$ cat src/rtl/oa22_bist_ctrl.sv
// BIST sequencer for one OA22 cell: sweeps all 16 input vectors, checks Z against (A|B)&(C|D).
// Optional first-failure capture (FAIL_VLD/FAIL_VEC) is enabled by defining OA22_BIST_FAILLOG_EN.
module oa22_bist_ctrl #(
    parameter int unsigned PASSES = 2,
    parameter int unsigned SETTLE = 1,
    parameter int unsigned ERR_W  = 8
) (
    input  logic             CLK,
    input  logic             RST,
    input  logic             START,
    output logic             A,
    output logic             B,
    output logic             C,
    output logic             D,
    input  logic             Z_IN,
    output logic             BUSY,
    output logic             DONE,
    output logic             PASS,
    output logic [ERR_W-1:0] ERR_CNT
`ifdef OA22_BIST_FAILLOG_EN
    ,
    output logic             FAIL_VLD,
    output logic [3:0]       FAIL_VEC
`endif
);

    localparam int unsigned SET_W = (SETTLE > 1) ? $clog2(SETTLE) : 1;
    localparam int unsigned PC_W  = (PASSES > 1) ? $clog2(PASSES) : 1;
    localparam logic [SET_W-1:0] SET_LAST = SET_W'(SETTLE - 1);
    localparam logic [PC_W-1:0]  PC_LAST  = PC_W'(PASSES - 1);
    localparam logic [3:0]       VEC_LAST = 4'hF;

    typedef enum logic [2:0] {
        S_IDLE,
        S_DRIVE,
        S_WAIT,
        S_CHECK,
        S_FINISH
    } state_e;

    state_e             state_q, state_d;
    logic [3:0]         vec_q, vec_d;
    logic [PC_W-1:0]    pass_cnt_q, pass_cnt_d;
    logic [SET_W-1:0]   settle_q, settle_d;
    logic [ERR_W-1:0]   err_q, err_d;
    logic               pass_q, pass_d;
    logic               busy_q, busy_d;
    logic               done_q, done_d;
    logic [3:0]         abcd_q, abcd_d;
    logic               exp_c;
    logic               mis_c;
`ifdef OA22_BIST_FAILLOG_EN
    logic               fail_vld_q, fail_vld_d;
    logic [3:0]         fail_vec_q, fail_vec_d;
`endif

    always_comb begin
        state_d    = state_q;
        vec_d      = vec_q;
        pass_cnt_d = pass_cnt_q;
        settle_d   = settle_q;
        err_d      = err_q;
        pass_d     = pass_q;
`ifdef OA22_BIST_FAILLOG_EN
        fail_vld_d = fail_vld_q;
        fail_vec_d = fail_vec_q;
`endif
        exp_c = (vec_q[3] | vec_q[2]) & (vec_q[1] | vec_q[0]);
        mis_c = (Z_IN != exp_c);

        case (state_q)
            S_IDLE: begin
                if (START) begin
                    err_d      = '0;
                    pass_d     = 1'b0;
                    vec_d      = 4'h0;
                    pass_cnt_d = '0;
`ifdef OA22_BIST_FAILLOG_EN
                    fail_vld_d = 1'b0;
                    fail_vec_d = 4'h0;
`endif
                    state_d    = S_DRIVE;
                end
            end
            S_DRIVE: begin
                settle_d = '0;
                state_d  = (SETTLE == 0) ? S_CHECK : S_WAIT;
            end
            S_WAIT: begin
                if (settle_q == SET_LAST) begin
                    state_d = S_CHECK;
                end else begin
                    settle_d = settle_q + SET_W'(1);
                end
            end
            S_CHECK: begin
                if (mis_c) begin
                    if (err_q != '1) begin
                        err_d = err_q + ERR_W'(1);
                    end
`ifdef OA22_BIST_FAILLOG_EN
                    if (!fail_vld_q) begin
                        fail_vld_d = 1'b1;
                        fail_vec_d = vec_q;
                    end
`endif
                end
                if (vec_q != VEC_LAST) begin
                    vec_d   = vec_q + 4'd1;
                    state_d = S_DRIVE;
                end else if (pass_cnt_q != PC_LAST) begin
                    vec_d      = 4'h0;
                    pass_cnt_d = pass_cnt_q + PC_W'(1);
                    state_d    = S_DRIVE;
                end else begin
                    // Verdict includes the mismatch (if any) on this final vector.
                    pass_d  = (err_d == '0);
                    state_d = S_FINISH;
                end
            end
            S_FINISH: begin
                state_d = S_IDLE;
            end
            default: begin
                state_d = S_IDLE;
            end
        endcase

        busy_d = (state_d != S_IDLE);
        done_d = (state_d == S_FINISH);
        abcd_d = ((state_d == S_DRIVE) || (state_d == S_WAIT) || (state_d == S_CHECK)) ? vec_d : 4'h0;
    end

    always_ff @(posedge CLK or posedge RST) begin
        if (RST) begin
            state_q    <= S_IDLE;
            vec_q      <= 4'h0;
            pass_cnt_q <= '0;
            settle_q   <= '0;
            err_q      <= '0;
            pass_q     <= 1'b0;
            busy_q     <= 1'b0;
            done_q     <= 1'b0;
            abcd_q     <= 4'h0;
`ifdef OA22_BIST_FAILLOG_EN
            fail_vld_q <= 1'b0;
            fail_vec_q <= 4'h0;
`endif
        end else begin
            state_q    <= state_d;
            vec_q      <= vec_d;
            pass_cnt_q <= pass_cnt_d;
            settle_q   <= settle_d;
            err_q      <= err_d;
            pass_q     <= pass_d;
            busy_q     <= busy_d;
            done_q     <= done_d;
            abcd_q     <= abcd_d;
`ifdef OA22_BIST_FAILLOG_EN
            fail_vld_q <= fail_vld_d;
            fail_vec_q <= fail_vec_d;
`endif
        end
    end

    assign A       = abcd_q[3];
    assign B       = abcd_q[2];
    assign C       = abcd_q[1];
    assign D       = abcd_q[0];
    assign BUSY    = busy_q;
    assign DONE    = done_q;
    assign PASS    = pass_q;
    assign ERR_CNT = err_q;
`ifdef OA22_BIST_FAILLOG_EN
    assign FAIL_VLD = fail_vld_q;
    assign FAIL_VEC = fail_vec_q;
`endif

endmodule

$ cat config.mk
export PLATFORM = sky130hd
export DESIGN_NAME = oa22_bist_ctrl
export DESIGN_NICKNAME = d
export VERILOG_FILES = /design/src/rtl/oa22_bist_ctrl.sv
export SDC_FILE = /design/constraint.sdc
export NUM_CORES = 1
export LEC_CHECK = 0
export BUFFER_PORTS_ARGS = -buffer_cell sky130_fd_sc_hd__buf_2
export CAP_MARGIN = 20
export CORE_MARGIN = 2
export CORE_UTILIZATION = 55
export CTS_CLUSTER_DIAMETER = 30
export CTS_CLUSTER_SIZE = 24
export DETAILED_ROUTE_END_ITERATION = 12
export HOLD_SLACK_MARGIN = 0.15
export PLACE_DENSITY = 0.77
export SETUP_SLACK_MARGIN = 0.02
export SLEW_MARGIN = 20
export SYNTH_ARGS = -nofsm -noshare
export SYNTH_HDL_FRONTEND = slang
export SYNTH_SLANG_ARGS = --single-unit
$ cat constraint.sdc
create_clock -name CLK -period 2.6 [get_ports CLK]
set_clock_uncertainty 0.2 [all_clocks]
set_input_delay 0.52 -clock CLK [delete_from_list [all_inputs] [get_ports CLK]]
set_output_delay 0.52 -clock CLK [all_outputs]
set_load 0.05 [all_outputs]
Word level (Yosys, flattened, before mapping). Index checks and enable logic that the tools add are counted.

Flip-flop bits (word level): 24. Logic and storage cells: 63.

$add $sub $neg: 4. Equality and inequality tests: 13. Muxes and demuxes: 24. Bitwise operators: 3. Reduce and logical (&&, ||, !) cells: 10.

Operator list (count): $mux 8 (4); $mux 4 (4); $pmux 8 s2 (1); $eq 3x2->1 const B (4); $mux 3 (4); $pmux 3 s4 (1); $add 8x1->8 const B (1); $logic_not 8->1 (1); $ne 8x8->1 const B (1); $pmux 4 s2 (1); $eq 3x1->1 const B (2); $mux 1 (6); $ne 2x2->1 const B (3); $pmux 1 s2 (3); $add 4x1->4 const B (1); $ne 4x4->1 const B (1); $reduce_and 4->1 (1); $reduce_bool 2->1 (2); $eq 3x3->1 const B (1); $logic_not 3->1 (1); $reduce_and 3->1 (1); $reduce_bool 3->1 (1); $add 1x1->1 const B (2); $logic_or 1x1->1 (2); 4 further kinds (5).

Depth between registers and ports, before layout. Gate-level depths: netlist of the first run.

Depth in word-level cells: 9. Gate-level depth with buffers: 8. Depth with buffers taken out: 7.

Least setup slack after synthesis of the first run. Ideal clock, no wire load.

Path kind: register to register. Start point: reg err_q[0] (netlist: ERR_CNT[0]). End point: reg pass_q (netlist: PASS). Setup time: 95 ps. Arrival time: 2001 ps. Data required time: 2305 ps. Path slack: 304 ps. Stages on the path, launching flop included: 7. Path buffers: 0. Clock period less this slack: 2296 ps. Path through: dfrtp_1 > ha_1 > and4_1 > nand2_1 > a211oi_2 > o221ai_1 > o31ai_1.

Cells in the longest elaborated chain, start to end: 8.

RTL lines: from (decl) (line 45) `logic [ERR_W-1:0] err_q, err_d;`; from (signal assigned) (line 154) `err_q <= err_d;`; $add 8x1->8 / $ne 8x8->1 (equally long branches) (line 99, 98); $mux 8 (line 98) `if (err_q != '1) begin`; $mux 8 * (line 97) `if (mis_c) begin`; $mux 8 * (line 71) `case (state_q)`; $logic_not 8->1 * (line 117) `pass_d = (err_d == '0);`; $mux 1 * (line 111) `end else if (pass_cnt_q != PC_LAST) begin`; $mux 1 * (line 108) `if (vec_q != VEC_LAST) begin`; $pmux 1 s2 * (line 71); to (signal assigned) (line 155) `pass_q <= pass_d;`; to (decl) (line 46) `logic pass_q, pass_d;`.

Mark *: on every way between the ends. The rest lies on a longest branch, timed or not. The select of a mux whose other input is x is not followed. A chain may end at the register's enable or synchronous reset.

Worst setup path after layout of the first run.
Start point: reg vec_q[0]. End point: reg pass_q (netlist: PASS).

Cells in the longest elaborated chain, start to end: 9.

RTL lines: from (decl) (line 42) `logic [3:0] vec_q, vec_d;`; from (signal assigned) (line 151) `vec_q <= vec_d;`; $or 1x1->1 (line 68) `exp_c = (vec_q[3] | vec_q[2]) & (vec_q[1] | vec_q[0]);`; $and 1x1->1 (line 68); $ne 1x1->1 (line 69) `mis_c = (Z_IN != exp_c);`; $mux 8 (line 97); $mux 8 (line 71); $logic_not 8->1 (line 117); $mux 1 (line 111); $mux 1 (line 108); $pmux 1 s2 (line 71).

Several ways; a longest one is shown, not always the timed one. The select of a mux whose other input is x is not followed.

==> results of run 1 <==
[flip-flops by register name (all words and copies together) (netlist names)]
register and cells:
BUSY 1, DONE 1, ERR_CNT 8, PASS 1, abcd_q 4, pass_cnt_q 1, state_q 3, vec_q 4
[metal layers]
metal / vias to the layer above / wire length, um
met5: - / 0
met4: 0 / 36
met3: 6 / 186
met2: 54 / 1300
met1: 536 / 1270
li1: 569 / -
[area by class of cell]
cell class                 count  area [um^2]
sequential                    23          576
multi-input combinational    107          662
timing repair buffer          24          138
inverter                       5         18.8
clock buffer                   3         22.5
fill                         190          756
tap                           28         35.0
clock inverter                 1         5.00
[logic make-up (layout without fill, tap and decap cells)]
family | Yosys count | after routing | synth area share
AOI/OAI and AO/OA | 42 | 42 | 0.213
xor gates and xnor gates | 2 | 2 | 0.0193
adders and majority gates | 3 | 3 | 0.0290
buffers and inverters | 11 | 33 | 0.0454
DFF | 23 | 23 | 0.444
muxes | 1 | 1 | 0.00772
and+or+nand+nor | 59 | 59 | 0.241
[final timing paths]
path / endpoint / slack (ns) / from / cells past startpoint
worst min register to register: PASS$_DFFE_PP0P_ / 0.35 / PASS$_DFFE_PP0P_ / 2
worst max-delay path: PASS$_DFFE_PP0P_ / 0.28 / vec_q[0]$_DFF_PP0_ / 7
worst min-delay path: BUSY$_DFF_PP0_ / 0.28 / START / 3
max in group asynchronous: abcd_q[0]$_DFF_PP0_ / 1.26 / RST / 4
min in group asynchronous: ERR_CNT[0]$_DFFE_PP0P_ / 0.45 / RST / 3
worst max register to register: PASS$_DFFE_PP0P_ / 0.28 / vec_q[0]$_DFF_PP0_ / 7
[cell usage after synthesis, drive strengths merged, types with 4 or more instances]
master  count
o31ai       4
buf         4
a31oi       5
inv         5
nor3        4
and3        4
nand2      16
nor2       14
a21oi       6
nand3       5
o21ai      12
dfrtp      23
[power by group through the flow]
stage,Clock (uW),Combinational [uW],Sequential (uW)
6_report,171,867,582
5_1_grt,185,956,603
4_1_cts,176,865,579
3_5_place_dp,0,860,587
3_3_place_gp,0,846,580
2_1_floorplan,0,526,737
[layout by cell type, fill, tap and decap left out, drive strengths merged]
cell,instances
nor2,14
ha,3
nand3b,1
nor2b,2
clkbuf,3
o32ai,1
nor4b,2
nor4,1
mux2i,1
clkinv,1
o22ai,2
dfrtp,23
a41oi,2
and3,4
nand2b,1
nand4,2
dlygate4sd3,1
nand3,5
or3b,1
and4,3
a21o,3
and2,2
o31ai,4
a21oi,6
a211oi,3
inv,5
o221ai,1
nor3,4
nand2,16
a22o,1
a31oi,5
o21bai,2
xnor2,2
or3,1
buf,23
o21ai,12
[worst register-to-register path: cells and delay by family, from the launching register on]
| kind | cells | cell delay [ns] |
|---|---|---|
| flip-flops | 1 | 0.43 |
| buffers and inverters | 1 | 0.10 |
| XOR/XNOR | 1 | 0.38 |
| AO/OA/AOI/OAI | 3 | 0.64 |
| AND/OR/NAND/NOR | 1 | 0.29 |
| adder cells (fa/ha/maj) | 1 | 0.19 |
[metrics by stage]
stage	setup WS, ns	instances
global placement	0.474	186
detailed placement	0.340	186
finish	0.284	191
floorplan	0.304	141
global route	0.0392	191
CTS	0.296	191
==> summary.txt, run 1 <==
Type of the most critical hold path - in2reg
Met3 usage - 0.0429
Post-CTS setup buffers - 0
Peak supply drop - 0.903 mV
Relative slew slack - 0.695
Final instance area - 0.00146 mm^2
Vias - 1165
Post-synth EDFFs - 0
Main flop type after synthesis - dfrtp_1
Hold Slack - 0.276 ns
Worst Path Required - 2.63 ns
Initial antenna violation count - 0
Placed Area - 0.00142 mm^2
Worst EP arrival - 2.34 ns
Die ar. - 0.00276 mm^2
RSZ-0062 raised after global routing - no
Synthesis-stage register bit count - 23
Buf/Inv on CP - 1
Die W - 52.5 um
Met1 Track Usage GR - 0.312
Critical path's top delay family - compound AO/OA/AOI/OAI gates
Setup TNS - 0 ns
Clock slew at reported path FFs - 0.13 ns
Overflow left after global routing - 0
Core Rows - 17
Worst Setup Start Kind - flop
Core outline area - 0.00221 mm^2
Top Usage Layer GRT - met2
Initial DRC count - 53
Pwr per Cell Area - 1110 mW/mm^2
GRT Util Overall - 0.233
Top cells by area, synth - dfrtp_1 44%, nand2_1 4.6%, nor2_1 4.1%
Die Ht - 52.5 um
Setup CP Type - reg2reg
Endpoints failing setup - 0
Residual DRC - 0
Nets@finish - 171
Minimum clock period - 2.32 ns
Layout cells sized above 1 - 0.196
First-pass GRT wire length - 4730 um
Switching Power - 807 uW
Final slew viol count - 0
CTS root buffer - clkbuf_4
Dpl hpwl - 1990 um
Sinks on Clock Net - 23
DRT Pass-1 Iters - 4
Post-CTS sizing - 0
Final Wtd Congestion - 0.942
P_int - 813 uW
Worst Max-Slew Pin Slew - 0.453 ns
CP max-delay cell - dfrtp_1
Initial cell density of the core - 0.586
CTS Hold Buffers Added - 1
DR WL/cell - 14.6 um
Cell variety after synth - 41
Sw Share - 0.498
Outcome - completed
Flop pwr share - 0.359
Fin util - 0.658
Clock buffer depth - 2
H-tree depth - 1
Crit Path Max Fanout - 11
Sequential share of the synthesized area - 0.444
Clock power share - 0.105
CTS tree - done
Cells after synthesis - 141
IO Count - 19
Crit-path cells - inv_1 > ha_1 > o21bai_2 > xnor2_2 > nor4b_1 > o221ai_1 > o31ai_1
F_max - 432 MHz
CP Capture Type - flop
Top cell type's share of synthesized area - 0.444
Number of global-route vias before repair - 1050
Largest net degree at the start of global routing - 18
Skew-Pair Late Insertion Delay - 0.31 ns
Total CTS buffers - 3
Async set-or-reset flop fraction in the synthesized netlist - 1.00
Final period util - 0.891
Syn-to-layout area delta - 12.4%
Total routed wirelength - 2790 um
Cell taking the most area after synthesis - dfrtp_1
Combinational power share - 0.535
Avg Inst Size Synth - 9.19 um^2
Power Total - 1620 uW
Max Cap Viol - 0
# diodes - 0
IO buf count - 18
Via density - 6.10
LEAKAGE - 0.000703 uW
Remaining antenna violation count - 0
Grt met2 use - 0.367
Hold Vio Cnt, Final - 0
Synth Cell Area - 0.00130 mm^2
Slowest stage delay, CP - 0.43 ns
Syn nets - 148
Yosys warnings - 0
Note: power is estimated with default switching activity, not from simulation.
==> run 2: changes to the inputs <==
--- a/config.mk
+++ b/config.mk
@@ -7,7 +7,7 @@
 export LEC_CHECK = 0
 export BUFFER_PORTS_ARGS = -buffer_cell sky130_fd_sc_hd__buf_2
 export CAP_MARGIN = 20
-export CORE_MARGIN = 2
+export CORE_MARGIN = 4
 export CORE_UTILIZATION = 55
 export CTS_CLUSTER_DIAMETER = 30
 export CTS_CLUSTER_SIZE = 24
==> run 2 against run 1 <==
Against the previous run: critical path depth rose by 1; cell count fell by 1.0%; combinational power fell by 2%; sequential share of layout area rose by 0.45 points; via count fell by 1.8%; largest cell class unchanged; highest routed layer unchanged.
==> summary.txt, run 2 (synthesis gave the netlist of run 1 again) <==
Endpoints failing setup - 0 (unchanged)
Max reg flops - 8 (unchanged)
Top Usage Layer GRT - met2
Vias - 1144 (-1.8%)
Dpl hpwl - 2080 um (+4.5%)
WHS Endpoint - BUSY$_DFF_PP0_
Post-CTS setup buffers - 0 (unchanged)
Clock buffer depth - 2 (unchanged)
Register-to-register setup slack - 0.33 ns (+0.05 ns)
IO buf count - 18 (unchanged)
LEAKAGE - 0.000690 uW (-1.9%)
Power Total - 1620 uW (about the same)
Setup CP Type - reg2reg
Outcome - completed
Die W - 56.5 um (+7.6%)
Reg2Reg Depth - 8 (+1)
Sinks on Clock Net - 23 (unchanged)
CP Capture Type - flop
Skew-Pair Late Insertion Delay - 0.32 ns (about the same)
Peak supply drop - 0.903 mV (about the same)
Layout cells sized above 1 - 0.180 (-0.0162)
Worst Max-Slew Pin Slew - 0.490 ns (+0.0374 ns)
HP Start - START
Hold path depth - 3 (unchanged)
CTS tree - done
Initial cell density of the core - 0.580 (-0.00558)
Syn-to-layout area delta - 11.1%
Relative slew slack - 0.670 (-0.0252)
Most frequent cells in the layout - 23 x dfrtp_1, 18 x buf_2, 16 x nand2_1
Crit Path Max Fanout - 15 (+4)
Core Rows - 17 (unchanged)
Worst EP arrival - 2.30 ns (-0.04 ns)
First-pass GRT wire length - 4770 um (+0.87%)
Hold Slack - 0.277 ns (+0.00104 ns)
RSZ-0062 raised after global routing - no
Final Wtd Congestion - 0.916 (-2.8%)
DRT Pass-1 Iters - 4 (unchanged)
Die ar. - 0.00320 mm^2 (+16%)
CTS root buffer - clkbuf_4
Core outline area - 0.00223 mm^2 (+0.96%)
GRT Util Overall - 0.193 (-0.0401)
Worst r2r src - vec_q[0]$_DFF_PP0_
Worst Path Required - 2.63 ns (about the same)
Worst Setup Start Kind - flop
F_max - 441 MHz (+2.0%)
Die Ht - 56.5 um (+7.6%)
Total CTS buffers - 3 (unchanged)
Largest net degree at the start of global routing - 24 (+6)
Hold Vio Cnt, Final - 0 (unchanged)
Number of global-route vias before repair - 1071 (+2.0%)
IO Count - 19 (unchanged)
H-tree depth - 1 (unchanged)
Residual DRC - 0 (unchanged)
Type of the most critical hold path - in2reg
Fill cells - 202 (+6.3%)
Nets@finish - 169 (-1.2%)
Met3 usage - 0.0253 (-0.0176)
Via density - 6.05 (-0.76%)
Remaining antenna violation count - 0 (unchanged)
Pwr per Cell Area - 1120 mW/mm^2 (+1.1%)
Most common cell after layout, fill and taps aside - dfrtp_1
Met1 Track Usage GR - 0.263 (-0.0491)
DR WL/cell - 15.1 um (+3.4%)
Total routed wirelength - 2850 um (+2.3%)
Capture point of the worst reg-to-reg path - PASS$_DFFE_PP0P_
Placed Area - 0.00140 mm^2 (-1.1%)
Initial antenna violation count - 0 (unchanged)
Final period util - 0.873 (-0.0177)
Overflow left after global routing - 0 (unchanged)
Clock slew at reported path FFs - 0.13 ns (about the same)
Grt met2 use - 0.290 (-0.0762)
Final instance area - 0.00144 mm^2 (-1.1%)
Final slew viol count - 0 (unchanged)
CP startpoint - vec_q[0]$_DFF_PP0_
Max Cap Viol - 0 (unchanged)
# diodes - 0 (unchanged)
Initial DRC count - 50 (-5.7%)
Minimum clock period - 2.27 ns (-0.0459 ns)
Setup TNS - 0 ns (unchanged)
[run 2: report_power, final]
group          internal [uW]  switching [uW]  leakage (uW)
combinational            286             566      0.000376
clock                   60.1             112     0.0000150
sequential               461             133      0.000298
[run 2: cell type report]
type	instances	area, um^2	area share
Sequential cell	23	576	0.400
Timing Repair Buffer	22	123	0.0851
Multi-Input combinational cell	107	662	0.460
Inverter	5	18.8	0.0130
Clock buffer	4	26.3	0.0182
Tap cell	28	35.0	0.0243
[run 2: critical path, cell delays in order (launching register included)]
cell and delay (ns):
dfrtp_1 0.44, inv_1 0.11, ha_1 0.20, o21bai_2 0.20
xnor2_2 0.14, buf_4 0.22, nor4b_1 0.25, o221ai_1 0.16
o31ai_1 0.25
[run 2: layer usage]
metal | vias to the layer above | share of wire
li1 | 559 | -
met1 | 530 | 0.46
met2 | 49 | 0.45
met3 | 6 | 0.056
met4 | 0 | 0.027
met5 | - | 0
[run 2: worst max path at each step]
stage	end	cells after the start
after floorplan	PASS$_DFFE_PP0P_	6
after global placement	PASS$_DFFE_PP0P_	8
after detailed placement	PASS$_DFFE_PP0P_	8
after CTS	PASS$_DFFE_PP0P_	8
after global routing	PASS$_DFFE_PP0P_	8
final	PASS$_DFFE_PP0P_	8
[run 2: what timing repair did]
action / 4_1_cts / 5_1_grt
gates resized for setup: 0 / 0
hold endpoints to repair: 23 / 0
hold buffers: 1 / 0
[run 2: stage by stage]
stage,setup slack [ns],utilization,cells
after floorplan,0.304,-,141
after global placement,0.382,0.629,184
after detailed placement,0.337,0.629,184
after CTS,0.342,0.645,189
after global routing,0.145,0.645,189
final,0.330,0.645,189
==> run 3: changes to the inputs <==
--- a/config.mk
+++ b/config.mk
@@ -9,6 +9,7 @@
 export CAP_MARGIN = 20
 export CORE_MARGIN = 4
 export CORE_UTILIZATION = 55
+export CTS_BUF_LIST = sky130_fd_sc_hd__clkbuf_8 sky130_fd_sc_hd__clkbuf_16
 export CTS_CLUSTER_DIAMETER = 30
 export CTS_CLUSTER_SIZE = 24
 export DETAILED_ROUTE_END_ITERATION = 12
==> run 3 against run 2 <==
Against the previous run: non-clock buffer count unchanged; largest power group unchanged; total power up 3.4%; utilization increased by 0.84 points; global-route usage about the same; cell count unchanged; sequential power hardly changed; largest cell class unchanged; design area is 1.3% higher; setup slack improved by 0.020 ns; first-iteration DRC count decreased by 34%; die area unchanged; via count increased by 0.35%.
==> summary.txt, run 3 (synthesis gave the netlist of run 1 again) <==
Outcome - completed
Most frequent cells in the layout - 23 x dfrtp_1, 18 x buf_2, 16 x nand2_1
Core outline area - 0.00223 mm^2 (unchanged)
IO Count - 19 (unchanged)
Remaining antenna violation count - 0 (unchanged)
Hold Vio Cnt, Final - 0 (unchanged)
Register-to-register setup slack - 0.35 ns (+0.02 ns)
CP startpoint - vec_q[0]$_DFF_PP0_
Sw Share - 0.490 (-0.0114)
Crit Path Max Fanout - 15 (unchanged)
Final period util - 0.865 (-0.00780)
Final Wtd Congestion - 0.916 (unchanged)
Relative slew slack - 0.678 (+0.00886)
Combinational power share - 0.510 (-0.016)
RSZ-0062 raised after global routing - no
Switching Power - 819 uW (+1.0%)
Placed Area - 0.00140 mm^2 (unchanged)
CTS tree - done
Vias - 1148 (+0.35%)
Via density - 6.07 (+0.35%)
# diodes - 0 (unchanged)
H-tree depth - 1 (unchanged)
Die Ht - 56.5 um (unchanged)
CTS root buffer - clkbuf_8
GRT Util Overall - 0.194 (+0.000483)
Clock power share - 0.133 (+0.027)
Sinks on Clock Net - 23 (unchanged)
Fin util - 0.653 (+0.00840)
Peak supply drop - 0.948 mV (+4.9%)
Met3 usage - 0.0322 (+0.00690)
DRT Pass-1 Iters - 4 (unchanged)
Max reg flops - 8 (unchanged)
Worst EP arrival - 2.23 ns (-0.07 ns)
Setup TNS - 0 ns (unchanged)
Core Rows - 17 (unchanged)
Number of global-route vias before repair - 1070 (-0.093%)
P_int - 854 uW (+5.7%)
Hold path depth - 3 (unchanged)
Initial DRC count - 33 (-34%)
Total routed wirelength - 2860 um (+0.18%)
Skew-Pair Late Insertion Delay - 0.27 ns (-0.05 ns)
WHS Endpoint - BUSY$_DFF_PP0_
Type of the most critical hold path - in2reg
Grt met2 use - 0.289 (-0.00165)
F_max - 444 MHz (+0.90%)
Setup CP Type - reg2reg
Max Cap Viol - 0 (unchanged)
Reg2Reg Depth - 8 (unchanged)
Die W - 56.5 um (unchanged)
Initial cell density of the core - 0.580 (unchanged)
Initial antenna violation count - 0 (unchanged)
Residual DRC - 0 (unchanged)
Capture point of the worst reg-to-reg path - PASS$_DFFE_PP0P_
Worst Setup Start Kind - flop
Pwr per Cell Area - 1150 mW/mm^2 (+2.0%)
Worst Max-Slew Pin Slew - 0.477 ns (-0.0132 ns)
Layout cells sized above 1 - 0.180 (unchanged)
Largest net degree at the start of global routing - 24 (unchanged)
Syn-to-layout area delta - 12.5%
CP Capture Type - flop
Nets@finish - 169 (unchanged)
Die ar. - 0.00320 mm^2 (unchanged)
Flop pwr share - 0.356 (-0.011)
Final slew viol count - 0 (unchanged)
Top Usage Layer GRT - met2
Endpoints failing setup - 0 (unchanged)
Worst Path Required - 2.58 ns (-0.05 ns)
LEAKAGE - 0.000701 uW (+1.7%)
Clock buffer depth - 2 (unchanged)
Worst r2r src - vec_q[0]$_DFF_PP0_
Total CTS buffers - 3 (unchanged)
DR WL/cell - 15.1 um (+0.18%)
Fill cells - 199 (-1.5%)
Most common cell after layout, fill and taps aside - dfrtp_1
Clock slew at reported path FFs - 0.08 ns (-0.05 ns)
Post-CTS setup buffers - 0 (unchanged)
Minimum clock period - 2.25 ns (-0.0203 ns)
Dpl hpwl - 2080 um (unchanged)
First-pass GRT wire length - 4770 um (unchanged)
IO buf count - 18 (unchanged)
Met1 Track Usage GR - 0.262 (-0.00147)
Overflow left after global routing - 0 (unchanged)
Final instance area - 0.00146 mm^2 (+1.3%)
HP Start - START
==> run 3: power groups by stage <==
stage / clock, uW / sequential (uW) / combinational, uW
2_1_floorplan: 0 / 737 / 526
4_1_cts: 229 / 592 / 852
3_3_place_gp: 0 / 592 / 826
5_1_grt: 244 / 613 / 939
6_report: 223 / 596 / 854
3_5_place_dp: 0 / 599 / 851
==> run 3: per-stage QoR <==
step / instances / total power (uW) / hold WS [ns] / setup WS (ns)
floorplan: 141 / 1260 / 0.319 / 0.304
global placement: 184 / 1420 / 0.313 / 0.382
detailed placement: 184 / 1450 / 0.336 / 0.337
CTS: 189 / 1670 / 0.327 / 0.351
global route: 189 / 1800 / 0.360 / 0.154
finish: 189 / 1670 / 0.340 / 0.350
==> run 3: area by class of cell <==
| cell class | instances | area, um^2 | area share |
|---|---|---|---|
| clock buffer | 3 | 41.3 | 0.0283 |
| sequential | 23 | 576 | 0.395 |
| multi-input combinational | 107 | 662 | 0.454 |
| tap | 28 | 35.0 | 0.0240 |
| timing repair buffer | 22 | 123 | 0.0840 |
| inverter | 5 | 18.8 | 0.0129 |
| clock inverter | 1 | 3.75 | 0.00257 |
==> run 3: repair_timing <==
item | in CTS | in global routing
resized for setup | 0 | 0
hold endpoints to repair | 23 | 0
hold buffers | 1 | 0
==> run 3: worst max-delay path: stages, from the launching register on <==
cell,delay [ns]
dfrtp_1,0.42
inv_1,0.11
ha_1,0.20
o21bai_2,0.20
xnor2_2,0.14
buf_4,0.22
nor4b_1,0.25
o221ai_1,0.17
o31ai_1,0.25
==> run 3: worst max path at each step <==
stage,end,slack [ns],depth (start not counted)
3_3_place_gp,PASS$_DFFE_PP0P_,0.38,8
6_report,PASS$_DFFE_PP0P_,0.35,8
3_5_place_dp,PASS$_DFFE_PP0P_,0.34,8
4_1_cts,PASS$_DFFE_PP0P_,0.35,8
2_1_floorplan,PASS$_DFFE_PP0P_,0.30,6
5_1_grt,PASS$_DFFE_PP0P_,0.15,8
==> run 3: per-layer routing <==
layer,wire length (um),share of wire,up-vias
li1,-,-,561
met1,1320,0.46,535
met2,1270,0.45,46
met3,182,0.064,6
met4,79,0.028,0
met5,0,0,-
